## config.mk

```make
export PLATFORM = sky130hd
export DESIGN_NAME = move_scheduler
export DESIGN_NICKNAME = d
export VERILOG_FILES = /design/src/rtl/tetris_pkg.sv /design/src/rtl/move_scheduler_grav_timer.sv /design/src/rtl/move_scheduler.sv
export SDC_FILE = /design/constraint.sdc
export NUM_CORES = 1
export LEC_CHECK = 0
export ABC_AREA = 1
export BUFFER_PORTS_ARGS = -buffer_cell sky130_fd_sc_hd__buf_2
export CORE_ASPECT_RATIO = 1.2
export CORE_MARGIN = 4
export CORE_UTILIZATION = 40
export CTS_BUF_LIST = sky130_fd_sc_hd__clkbuf_4 sky130_fd_sc_hd__clkbuf_8
export DETAILED_ROUTE_END_ITERATION = 8
export GPL_ROUTABILITY_DRIVEN = 1
export HOLD_SLACK_MARGIN = 0.03
export SYNTH_ARGS = -nofsm -noshare
export SYNTH_HDL_FRONTEND = slang
export SYNTH_SLANG_ARGS = --single-unit
export TNS_END_PERCENT = 30
```

## constraint.sdc

```tcl
create_clock -name clka -period 2.9 [get_ports clka]
set_input_delay 0.435 -clock clka [delete_from_list [all_inputs] [get_ports clka]]
set_output_delay 0.435 -clock clka [all_outputs]
set_load 0.005 [all_outputs]
```

## src/rtl/tetris_pkg.sv

```systemverilog
// Shared encodings for the Tetris control path: main FSM states, datapath
// command opcodes, move-scheduler states and the request arbiter.
package tetris_pkg;

    typedef enum logic [2:0] {
        GS_GEN      = 3'b000,
        GS_MOVE     = 3'b001,
        GS_LAND     = 3'b010,
        GS_NEWBOARD = 3'b011,
        GS_GAMEOVER = 3'b101
    } game_state_e;

    typedef enum logic [2:0] {
        OP_NONE  = 3'd0,
        OP_LEFT  = 3'd1,
        OP_RIGHT = 3'd2,
        OP_ROT   = 3'd3,
        OP_DOWN  = 3'd4
    } cmd_op_e;

    typedef enum logic [1:0] {
        S_IDLE,
        S_ISSUE,
        S_HOLD,
        S_LOCK
    } sched_state_e;

    typedef struct packed {
        logic grav;
        logic down;
        logic rot;
        logic left;
        logic right;
    } pend_t;

    // Fixed priority grav > down > rot > left > right; grav and down share one DOWN.
    function automatic cmd_op_e pick_cmd(input pend_t p, input logic allow_down);
        cmd_op_e op;
        op = OP_NONE;
        if (allow_down && (p.grav || p.down)) op = OP_DOWN;
        else if (p.rot)                       op = OP_ROT;
        else if (p.left)                      op = OP_LEFT;
        else if (p.right)                     op = OP_RIGHT;
        return op;
    endfunction

endpackage

```

## src/rtl/move_scheduler_grav_timer.sv

```systemverilog
// Gravity timer: counts enabled cycles and pulses wrap on the cycle the
// count reaches PERIOD-1, returning to zero.
module grav_timer
    import tetris_pkg::*;
#(
    parameter int unsigned PERIOD = 50
) (
    input  logic clka,
    input  logic restart_n,
    input  logic en,
    input  logic clr,
    output logic wrap
);

    localparam int unsigned W = (PERIOD > 1) ? $clog2(PERIOD) : 1;

    logic [W-1:0] cnt;

    assign wrap = en && !clr && (cnt == W'(PERIOD - 1));

    always_ff @(posedge clka or negedge restart_n) begin
        if (!restart_n) begin
            cnt <= '0;
        end else if (clr || wrap) begin
            cnt <= '0;
        end else if (en) begin
            cnt <= cnt + 1'b1;
        end
    end

endmodule

```

## src/rtl/move_scheduler.sv

```systemverilog
// Move scheduler: merges player requests and gravity into one command stream
// over a valid/done handshake. Optional lock delay: MOVE_SCHED_LOCK_DELAY_EN.
module move_scheduler
    import tetris_pkg::*;
#(
    parameter int unsigned DROP_PERIOD = 50,
    parameter int unsigned LOCK_CYCLES = 16
) (
    input  logic       clka,
    input  logic       restart_n,
    input  logic [2:0] fsm_state,
    input  logic       btn_left,
    input  logic       btn_right,
    input  logic       btn_rot,
    input  logic       btn_down,
    input  logic       cmd_done,
    input  logic       cmd_blocked,
    output logic       cmd_valid,
    output logic [2:0] cmd_op,
    output logic       placed,
    output logic       busy
);

    if (DROP_PERIOD < 2 || LOCK_CYCLES < 1) begin : g_param_check
        $error("move_scheduler: DROP_PERIOD must be >= 2 and LOCK_CYCLES >= 1");
    end

    sched_state_e state, state_next;
    cmd_op_e      op_q, op_next, pick;
    logic         valid_next, placed_next;
    pend_t        pend, pend_next, grant, req;
    logic         in_move, issue, lock_hold;
    logic         grav_en, grav_clr, grav_wrap;

`ifdef MOVE_SCHED_LOCK_DELAY_EN
    localparam int unsigned LW = (LOCK_CYCLES > 1) ? $clog2(LOCK_CYCLES) : 1;

    logic [LW-1:0] lock_cnt, lock_cnt_next;
    logic          lock_ctx, lock_ctx_next;

    // lock_ctx marks a command issued from LOCK so its completion returns there.
    assign lock_hold = (state == S_LOCK) || ((state == S_ISSUE) && lock_ctx);
`else
    assign lock_hold = 1'b0;
`endif

    assign in_move = (fsm_state == GS_MOVE);
    assign grav_en = in_move && !lock_hold && ((state == S_IDLE) || (state == S_ISSUE));
    assign busy    = (state != S_IDLE);
    assign cmd_op  = op_q;

    grav_timer #(
        .PERIOD(DROP_PERIOD)
    ) u_grav_timer (
        .clka      (clka),
        .restart_n (restart_n),
        .en        (grav_en),
        .clr       (grav_clr),
        .wrap      (grav_wrap)
    );

    always_comb begin
        state_next  = state;
        op_next     = op_q;
        valid_next  = cmd_valid;
        placed_next = 1'b0;
        grav_clr    = !in_move;
        pick        = pick_cmd(pend, state != S_LOCK);
`ifdef MOVE_SCHED_LOCK_DELAY_EN
        lock_cnt_next = lock_cnt;
        lock_ctx_next = lock_ctx;
`endif

        case (state)
            S_IDLE: begin
                if (in_move && (pick != OP_NONE)) begin
                    op_next    = pick;
                    valid_next = 1'b1;
                    state_next = S_ISSUE;
`ifdef MOVE_SCHED_LOCK_DELAY_EN
                    lock_ctx_next = 1'b0;
`endif
                end
            end

            S_ISSUE: begin
                if (cmd_done) begin
                    valid_next = 1'b0;
                    op_next    = OP_NONE;
                    if (!in_move) begin
                        state_next = S_IDLE;
                    end else if ((op_q == OP_DOWN) && cmd_blocked) begin
`ifdef MOVE_SCHED_LOCK_DELAY_EN
                        if (lock_ctx) begin
                            placed_next = 1'b1;
                            state_next  = S_HOLD;
                        end else begin
                            lock_cnt_next = '0;
                            state_next    = S_LOCK;
                        end
`else
                        placed_next = 1'b1;
                        state_next  = S_HOLD;
`endif
                    end else begin
`ifdef MOVE_SCHED_LOCK_DELAY_EN
                        if (lock_ctx && (op_q != OP_DOWN)) begin
                            state_next = S_LOCK;
                            if (!cmd_blocked) lock_cnt_next = '0;
                        end else begin
                            state_next = S_IDLE;
                            if (lock_ctx) grav_clr = 1'b1;
                        end
`else
                        state_next = S_IDLE;
`endif
                    end
                end
            end

            S_HOLD: begin
                if (!in_move) state_next = S_IDLE;
            end

`ifdef MOVE_SCHED_LOCK_DELAY_EN
            S_LOCK: begin
                if (!in_move) begin
                    state_next = S_IDLE;
                end else if (pick != OP_NONE) begin
                    op_next       = pick;
                    valid_next    = 1'b1;
                    lock_ctx_next = 1'b1;
                    state_next    = S_ISSUE;
                end else if (lock_cnt == LW'(LOCK_CYCLES - 1)) begin
                    op_next       = OP_DOWN;
                    valid_next    = 1'b1;
                    lock_ctx_next = 1'b1;
                    state_next    = S_ISSUE;
                end else begin
                    lock_cnt_next = lock_cnt + 1'b1;
                end
            end
`endif

            default: state_next = S_IDLE;
        endcase

        issue       = (state != S_ISSUE) && (state_next == S_ISSUE);
        grant       = '0;
        grant.grav  = issue && (op_next == OP_DOWN);
        grant.down  = issue && (op_next == OP_DOWN);
        grant.rot   = issue && (op_next == OP_ROT);
        grant.left  = issue && (op_next == OP_LEFT);
        grant.right = issue && (op_next == OP_RIGHT);

        req.grav  = grav_wrap;
        req.down  = btn_down && !lock_hold;
        req.rot   = btn_rot;
        req.left  = btn_left;
        req.right = btn_right;
        if (!in_move || (state == S_HOLD)) req = '0;

        // A request in the grant cycle of the same bit survives the clear.
        pend_next = in_move ? ((pend & ~grant) | req) : '0;
    end

    always_ff @(posedge clka or negedge restart_n) begin
        if (!restart_n) begin
            state     <= S_IDLE;
            op_q      <= OP_NONE;
            cmd_valid <= 1'b0;
            placed    <= 1'b0;
            pend      <= '0;
`ifdef MOVE_SCHED_LOCK_DELAY_EN
            lock_cnt  <= '0;
            lock_ctx  <= 1'b0;
`endif
        end else begin
            state     <= state_next;
            op_q      <= op_next;
            cmd_valid <= valid_next;
            placed    <= placed_next;
            pend      <= pend_next;
`ifdef MOVE_SCHED_LOCK_DELAY_EN
            lock_cnt  <= lock_cnt_next;
            lock_ctx  <= lock_ctx_next;
`endif
        end
    end

endmodule

```

After elaboration in Yosys (flattened, before gate mapping)

Index checks and enable logic that the tools add are counted.

Register bits: 18
Input bits: 11
Output and inout bits: 6
Logic and storage cells: 74

Add/subtract/negate cells: 1
Equal/unequal tests: 14
Muxes and demuxes: 24
Bitwise logic cells: 3
Reductions and logical operators: 22

Operators with widths:

| cell                  | number |
|---|---|
| $mux W2               | 7 |
| $mux W3               | 4 |
| $mux W6               | 2 |
| $logic_and A1 B1 Y1   | 11 |
| $mux W5               | 2 |
| $add A6 B1 Y6 const B | 1 |
| $eq A3 B1 Y1 const B  | 2 |
| $eq A3 B2 Y1 const B  | 2 |
| $eq A3 B3 Y1 const B  | 2 |
| $eq A6 B6 Y1 const B  | 1 |
| $mux W1               | 6 |
| $pmux W2 S3           | 1 |
| $pmux W3 S2           | 1 |
| $reduce_bool A2 Y1    | 3 |
| $and A5 B5 Y5         | 1 |
| $not A5 Y5            | 1 |
| $or A5 B5 Y5          | 1 |
| $eq A2 B1 Y1 const B  | 2 |
| $logic_or A1 B1 Y1    | 4 |
| $ne A2 B1 Y1 const B  | 2 |
| $ne A2 B2 Y1 const B  | 2 |
| $reduce_and A3 Y1     | 1 |
| $reduce_bool A3 Y1    | 1 |
| $eq A2 B2 Y1 const B  | 1 |
| 3 further kinds       | 3 |

Longest topological paths before layout

Gate-level depths: netlist of run 1.

Word-level depth: 15
Mapped depth: 11
Depth with buffers taken out: 11

By module

From an unflattened synthesis of run 1, not the netlist that was laid out.

Cell total of the unflattened synthesis: 130
Area, all modules: 1029.7 um^2

Modules (own cells, without submodules):

| module         | times used | cells an instance | area each (um^2) | seq. area each (um^2) |
|---|---|---|---|---|
| move_scheduler | 1          | 75                | 625.6            | 300.3 |
| grav_timer     | 1          | 55                | 404.1            | 150.1 |

Worst setup path before layout of run 1

Ideal clock, no wire load.

Kind: in2reg
Start point: input fsm_state[2]
End point: register pend[1] (netlist name)
Setup time: 0.122 ns
Arrival: 1.199 ns
Data required time: 2.778 ns
Setup slack: 1.579 ns
Stages on the path: 10
Buffers on the path: 0
Path through: inv_1 > nand3_4 > nor2_8 > nand2_4 > nand3_2 > nand2_2 > nor2_2 > nand2_1 > nand2_1 > a21oi_2

RTL lines:

| item                 | RTL line              | source |
|---|---|---|
| start, declared      | move_scheduler.sv:11  | `input logic [2:0] fsm_state,` |
| end signal, assigned | move_scheduler.sv:183 | `pend <= pend_next;` |
| end, declared        | move_scheduler.sv:31  | `pend_t pend, pend_next, grant, req;` |

Worst setup path after layout of run 1

Start point: register u_grav_timer.cnt[1]
End point: register u_grav_timer.cnt[0]

Longest elaborated chain between the ends: 4
Elaborated cells between the ends (all ways): 5
Those cells by class: eq/ne: 1; mux: 1; reduce/logical: 3

RTL lines:

| item                                                 | RTL line                        | source |
|---|---|---|
| start, declared                                      | move_scheduler_grav_timer.sv:17 | `logic [W-1:0] cnt;` |
| start signal, assigned                               | move_scheduler_grav_timer.sv:27 | `cnt <= cnt + 1'b1;` |
| $eq A6 B6 Y1 *                                       | move_scheduler_grav_timer.sv:19 | `assign wrap = en && !clr && (cnt == W'(PERIOD - 1));` |
| $logic_and A1 B1 Y1 *                                | move_scheduler_grav_timer.sv:19 |  |
| $logic_or A1 B1 Y1 *                                 | move_scheduler_grav_timer.sv:24 | `end else if (clr \|\| wrap) begin` |
| $mux W6 / $reduce_bool A2 Y1 (equally long branches) | --                              |  |

Every way passes the cells marked *; elsewhere a longest branch is shown, timed or not.
A chain may end at the register's enable or synchronous reset.

==> results of run 1 <==
[Yosys cell counts]
master / n
nand2_1: 24
dfrtp_1: 18
inv_1: 17
nand3_1: 8
a21oi_1: 5
nor2_1: 5
nand2_2: 4
nand3_2: 3
nor3_1: 3
o22ai_1: 3
ha_1: 2
nand2_4: 2
nand4_1: 2
o21ai_0: 2
xor2_1: 2
a21oi_2: 1
inv_2: 1
inv_4: 1
nand3_4: 1
nand3b_1: 1
nor2_2: 1
nor2_4: 1
nor2_8: 1
o21ai_1: 1
o31ai_1: 1
[critical path, delay by kind of cell, from the launching register on]
kind                       cells  cell delay [ns]
adders and majority gates      1             0.15
and+or+nand+nor                5             0.56
AOI/OAI and AO/OA              1             0.10
buffers and inverters          2             0.16
DFF                            1             0.39
[layout make-up]
cell class                 instances  area (um2)
tap                               31        38.8
timing repair buffer              16        80.1
sequential                        18         450
fill                             248        1180
clock buffer                       3        22.5
multi-input combinational         73         434
inverter                          19        73.8
[power groups by stage]
stage	registers, mW	logic [mW]	clock network, mW
5_1_grt	0.279	0.0809	0.134
2_1_floorplan	0.281	0.0390	0
6_report	0.276	0.0711	0.119
4_1_cts	0.276	0.0731	0.126
3_3_place_gp	0.280	0.0713	0
3_5_place_dp	0.281	0.0729	0
[metrics by stage]
step | utilization | area, um2 | worst slack, ns | power [mW] | std cells
after detailed placement | 0.472 | 1080 | 1.31 | 0.354 | 157
after floorplan | - | 958 | 1.58 | 0.320 | 110
after global routing | 0.482 | 1100 | 1.19 | 0.494 | 160
after CTS | 0.482 | 1100 | 1.39 | 0.475 | 160
after global placement | 0.472 | 1080 | 1.32 | 0.352 | 157
final | 0.482 | 1100 | 1.41 | 0.465 | 160
[per-layer routing]
layer,share of wire,vias up,routed length (um)
met5,0,-,0
met4,0.017,0,31
met3,0.048,4,88
met2,0.52,18,946
met1,0.42,350,762
li1,-,395,-
[kinds of logic after synthesis]
| logic type | Yosys count |
|---|---|
| xor gates and xnor gates | 2 |
| buffers and inverters | 19 |
| and+or+nand+nor | 56 |
| AOI/OAI and AO/OA | 13 |
| adders and majority gates | 2 |
| DFF | 18 |
[state kept, by name (all words and copies together), names as in the netlist]
register and flops:
u_grav_timer.cnt 6, placed 1, cmd_op 3, state 2, cmd_valid 1, pend 5
[path summary, 6_finish.rpt]
kind	startpoint	end	slack (ns)	cells past startpoint
max	u_grav_timer.cnt[1]	u_grav_timer.cnt[0]	1.41	9
min	restart_n	u_grav_timer.cnt[3]	0.06	1
max reg2reg	u_grav_timer.cnt[1]	u_grav_timer.cnt[0]	1.41	9
min reg2reg	cmd_valid	cmd_valid	0.50	2
max in group asynchronous	restart_n	cmd_op[2]	2.56	1
min in group clka	cmd_done	state[0]	0.35	2
[cells in the final DEF, fill, tap and decap left out, drive strengths merged]
| master | count |
|---|---|
| nor3 | 3 |
| xor2 | 2 |
| nand3 | 12 |
| ha | 2 |
| dfrtp | 18 |
| nand2 | 30 |
| clkbuf | 3 |
| o21ai | 3 |
| nand3b | 1 |
| a21oi | 6 |
| nor2 | 8 |
| inv | 19 |
| o31ai | 1 |
| nand4 | 2 |
| buf | 16 |
| o22ai | 3 |
==> summary.md, run 1 <==
| Metric | Value |
|---|---|
| Result of the run | `finished, final reports clean` |
| Required time reported for the critical path endpoint | `3.07 ns` |
| Vias in the first global route | `around 780` |
| Routed wirelength normalized by instance count | `roughly 11 um` |
| Switching power share of the total | `0.262` |
| Global routing's busiest layer | `met2` |
| Total Neg Setup Slack | `0 ns` |
| Placeable core region | `roughly 0.0023 mm2` |
| Clock sinks | `18` |
| Worst-skew pair later-pin latency | `~0.28 ns` |
| Count of different cell masters after synthesis | `25` |
| Count of buffers from port buffering | `16` |
| Gate Count Post-Synth | `110` |
| Wire length of the first global-routing pass | `about 3.3 mm` |
| Slowest library cell on the worst path | `dfrtp_1` |
| Relative slew slack | `0.732` |
| Class of the most critical setup path | `reg2reg` |
| Pint | `approximately 0.34 mW` |
| Proportion of synthesized chip area in sequential cells | `0.470` |
| Total power per unit cell area | `423 mW/mm2` |
| Hold Violations, Final | `0` |
| Top post-synthesis cells by area | `dfrtp_1, nand2_1, inv_1` |
| Number of nets in the synthesized netlist | `between 100 and 150` |
| Clock period minus worst slack | `1.49 ns` |
| DIE HEIGHT | `between 60 and 70 um` |
| Peak VDD IR | `roughly 0.00029 V` |
| Clock tree from TritonCTS | `done` |
| Maximum clock frequency | `slightly below 700 MHz` |
| Total wire length | `about 1.8 mm` |
| Xor and xnor fraction of the mapped netlist area | `0.0183` |
| Netlist Area Pre-Place | `roughly 960 um2` |
| Register bit count reported by yosys | `18` |
| Fraction of met1 tracks used by global routing | `0.162` |
| Dominant combinational cell family by area after synthesis | `simple AND/OR/NAND/NOR gates` |
| Met3 global-route usage | `0.0363` |
| Share of the clock period used by the worst path | `0.513` |
| Total CTS buffers | `3` |
| Gate power share | `0.153` |
| Maximum buffer depth of the clock tree | `2` |
| Clock-pin transition on the worst setup and hold timing paths | `around 0.09 ns` |
| Switching Power | `0.122 mW` |
| Unrepaired setup endpoints after global routing | `no` |
| Die span in x | `52.7 um` |
| Global-route track usage on met2 | `0.238` |
| Count of final max-slew check failures | `0` |
| Post-DR vias/cell | `around 4.8` |
| Count of H-tree levels built during CTS | `1` |
| Placed wire-length estimate | `~1.5 mm` |
| Number of search-and-repair iterations in the first detailed-routing pass | `4` |
| Part of the power in registers | `0.592` |
| Leading area contributor after synthesis | `dfrtp_1` |
| Crit path arrival time | `between 1.5 and 2 ns` |
| Initial antenna violation count | `0` |
| Max Cap Violations | `0` |
| Synth Area per Inst | `a little under 9 um2` |
| Area fraction in compound gates after synthesis | `0.0783` |
| Path class of the lowest-slack min-delay path | `in2async` |
| Vias | `~770` |
| Count of antenna-violating nets left after detailed routing | `0` |
| Diode count | `0` |
| Number of I/O pins | `17` |
| Share of synthesized area spent on multiplexers | `0` |
| Delay of the slowest cell on the worst path | `around 0.39 ns` |
| Worst Max-Slew Pin Slew | `roughly 0.40 ns` |
| List of cells traversed by the critical path | `inv_1 > ha_1 > nand3_1 > nor3_1 > nand3_1 > nand2_1 > inv_1 > nand2_1 > o21ai_0` |
| Combined global-route utilization of all metal layers | `0.139` |
| Area share of fa/ha/maj cells after synthesis | `0.0261` |
| GR Overflow Total | `0` |
| Warnings, synthesis | `0` |
| Largest net degree at the start of global routing | `19` |
| Leak Pwr | `roughly 0.55 nW` |
| CTS root buffer | `clkbuf_4` |
| P&R area growth vs syn | `14.8%` |
| Number of buffers inserted to repair setup after CTS | `0` |
| Kind of capture point of the worst setup path | `flop` |
| Worst hold slack across all endpoints | `about 0.062 ns` |
| Simple-gate portion of the synthesized area | `0.330` |
| Number of nets in the layout | `between 100 and 150` |
| Peak fanout along the critical path | `3` |
| Remaining DRCs | `0` |
| Ratio of cells with drive above 1 in the final layout | `0.271` |
| Std-Cell Rows | `19` |
| Number of hold buffers added after CTS | `0` |
| Area of the die | `~0.0032 mm2` |
| Nature of the critical path startpoint | `flop` |
| Clock skew | `approximately 0.0032 ns` |
| Count of instances resized after the clock tree is built | `0` |
| Number of endpoints failing setup at the final stage | `0` |
| Initial DRC Count | `24` |
| Part of the total power dissipated in the clock network | `0.255` |
| Global placer's final weighted congestion | `between 0.7 and 0.8` |
| Portion of synthesized cell area occupied by the leading cell type | `0.470` |
| Initial standard-cell utilization of the core | `0.420` |
No activity file was read; power rests on OpenSTA's default activity.
==> inputs of run 2 (changes only) <==
Clock period 2.9 ns to 1.4 ns, I/O delays scaled along.
==> summary.md, run 2 (synthesized netlist as in run 1, its figures left out) <==
| Metric | Value |
|---|---|
| Clock sinks | `18 (unchanged)` |
| Count of cells along the worst register-to-register path | `10 (was 9)` |
| Crit path arrival time | `1.54 ns (was 1.65 ns)` |
| Buf/Inv on CP | `1 (was 2)` |
| Initial antenna violation count | `0 (unchanged)` |
| Area occupied by multi-input gates | `455 um2 (was 434 um2)` |
| Relative slew slack | `0.742 (was 0.732)` |
| Placeable core region | `0.00228 mm2 (unchanged)` |
| Worst-skew pair later-pin latency | `0.29 ns (was 0.28 ns)` |
| Delay of the slowest cell on the worst path | `0.40 ns (was 0.39 ns)` |
| CTS root buffer | `clkbuf_4 (unchanged)` |
| Total power per unit cell area | `875 mW/mm2 (was 423 mW/mm2)` |
| Number of placed instances, taps included | `159 (was 157)` |
| Maximum buffer depth of the clock tree | `2 (unchanged)` |
| Number of nets in the layout | `152 (was 144)` |
| Count of antenna-violating nets left after detailed routing | `0 (unchanged)` |
| Count of buffers from port buffering | `16 (unchanged)` |
| Combined global-route utilization of all metal layers | `0.147 (was 0.139)` |
| Number of endpoints failing setup at the final stage | `0 (unchanged)` |
| Count of final max-slew check failures | `0 (unchanged)` |
| Kind of capture point of the worst setup path | `flop (unchanged)` |
| Reg2reg setup slack | `0.05 ns (was 1.41 ns)` |
| Diode count | `0 (unchanged)` |
| Slowest library cell on the worst path | `dfrtp_1 (unchanged)` |
| Vias in the first global route | `832 (was 781)` |
| Clock tree from TritonCTS | `done (unchanged)` |
| Peak VDD IR | `0.000684 V (was 0.000286 V)` |
| Class of the most critical setup path | `reg2reg (unchanged)` |
| Area of the die | `0.00325 mm2 (unchanged)` |
| Nature of the critical path startpoint | `flop (unchanged)` |
| Cell family with the largest share of critical-path delay | `simple AND/OR/NAND/NOR gates (unchanged)` |
| Leak Pwr | `0.587 nW (was 0.549 nW)` |
| Wire length of the first global-routing pass | `3.52 mm (was 3.30 mm)` |
| Path class of the lowest-slack min-delay path | `in2reg (was in2async)` |
| Register Area | `452 um2 (was 450 um2)` |
| Result of the run | `finished, final reports clean (unchanged)` |
| Remaining DRCs | `0 (unchanged)` |
| Number of cells on the worst hold path | `2` |
| Clock skew | `0.00268 ns (was 0.00318 ns)` |
| Number of search-and-repair iterations in the first detailed-routing pass | `2 (was 4)` |
| Ratio of cells with drive above 1 in the final layout | `0.377 (was 0.271)` |
| Largest net degree at the start of global routing | `19 (unchanged)` |
| Register bank with the most flops | `u_grav_timer.cnt (unchanged)` |
| Die span in x | `52.7 um (unchanged)` |
| Peak fanout along the critical path | `6 (was 3)` |
| Utilization after layout | `0.525 (was 0.482)` |
| Count of H-tree levels built during CTS | `1 (unchanged)` |
| R2r startpoint | `pend[2] (was u_grav_timer.cnt[1])` |
| Total wire length | `1.98 mm (was 1.83 mm)` |
| Initial standard-cell utilization of the core | `0.420 (unchanged)` |
| Most common cell after layout, fill and taps aside | `nand2_1 (unchanged)` |
| Most frequent cells in the layout | `nand2_1, dfrtp_1, buf_2 (was nand2_1, dfrtp_1, inv_1)` |
| List of cells traversed by the critical path | `inv_1 > nand2_1 > nor2_4 > nand2_2 > nand2_4 > nand3_1 > nand2_2 > nand4_1 > nand2_1 > a21oi_1 (was inv_1 > ha_1 > nand3_1 > nor3_1 > nand3_1 > nand2_1 > inv_1 > nand2_1 > o21ai_0)` |
| Final cell count without fillers | `169 (was 160)` |
| Flip-flop count of the largest register, all copies and words added | `6 (unchanged)` |
| Number of I/O pins | `17 (unchanged)` |
| Reg-to-reg endpoint | `pend[2] (was u_grav_timer.cnt[0])` |
| Global placer's final weighted congestion | `0.739 (was 0.742)` |
| Post-DR vias/cell | `4.84 (was 4.79)` |
| Fill cell total of the finished layout | `247 (was 248)` |
| Std-Cell Rows | `19 (unchanged)` |
| Clock period minus worst slack | `1.35 ns (was 1.49 ns)` |
| Clock-pin transition on the worst setup and hold timing paths | `0.10 ns (was 0.09 ns)` |
| Routed wirelength normalized by instance count | `11.7 um (was 11.4 um)` |
| GR Overflow Total | `0 (unchanged)` |
| Initial DRC Count | `11 (was 24)` |
| P&R area growth vs syn | `25.1% (was 14.8%)` |
| Max Cap Violations | `0 (unchanged)` |
| Maximum clock frequency | `738 MHz (was 673 MHz)` |
| Worst Min Path Start | `cmd_done` |
| Vias | `818 (was 767)` |
| Share of the clock period used by the worst path | `0.967 (was 0.513)` |
| DIE HEIGHT | `61.6 um (unchanged)` |
| Worst Max-Slew Pin Slew | `0.387 ns (was 0.402 ns)` |
| Total CTS buffers | `3 (unchanged)` |
| Unrepaired setup endpoints after global routing | `yes (was no)` |
| Placed wire-length estimate | `1.57 mm (was 1.47 mm)` |
| Hold Violations, Final | `0 (unchanged)` |
| Required time reported for the critical path endpoint | `1.59 ns (was 3.07 ns)` |
| Endpoint, Worst Hold | `state[0]` |
run 2: timing repair:
| action | in CTS | in global routing |
|---|---|---|
| hold buffers | 1 | 0 |
| buffers inserted | 2 | 3 |
| resized for setup | 2 | 8 |
| endpoints found under the hold margin | 18 | 0 |
| endpoints found under the setup margin | 4 | 9 |
| pin swaps | 2 | 3 |
run 2: worst max path at each step:
stage                           to                 from  depth (start not counted)  slack, ns
2_1_floorplan  u_grav_timer.cnt[0]  u_grav_timer.cnt[1]                          9       0.14
3_5_place_dp   u_grav_timer.cnt[0]  u_grav_timer.cnt[1]                          9      -0.04
3_3_place_gp   u_grav_timer.cnt[0]  u_grav_timer.cnt[1]                          9      -0.04
4_1_cts        u_grav_timer.cnt[0]  u_grav_timer.cnt[1]                          9       0.02
5_1_grt                    pend[2]              pend[2]                         10      -0.04
6_report                   pend[2]              pend[2]                         10       0.05
run 2: layout make-up:
class                   count  area share
clock buffers               4      0.0303
repair buffers             24       0.119
multi-input cells          73       0.380
flip-flops and latches     18       0.377
inverters                  19      0.0616
well taps                  31      0.0324
run 2: power by group:
part	leakage [nW]	internal, mW	switching, mW	total [mW]
Clock	0.0210	0.158	0.162	0.320
Combinational	0.322	0.0675	0.0894	0.157
Sequential	0.244	0.550	0.0217	0.572
run 2: stage by stage:
step           instance area, um2  setup WS (ns)  hold slack, ns  setup TNS, ns  total power [mW]
2_1_floorplan                 958          0.137         -0.0856              0             0.664
3_3_place_gp                 1090        -0.0410           0.166        -0.0627             0.732
3_5_place_dp                 1090        -0.0433           0.164         -0.103             0.735
4_1_cts                      1160         0.0180           0.122              0              1.06
5_1_grt                      1200        -0.0437           0.115         -0.120              1.12
6_report                     1200         0.0458           0.127              0              1.05
run 2: routing by layer:
metal | wire [um] | GRT usage | vias up
met5 | 0 | 0 | -
li1 | - | - | 408
met1 | 820 | 0.161 | 394
met2 | 1050 | 0.275 | 11
met3 | 74 | 0.0339 | 5
met4 | 28 | 0.0547 | 0
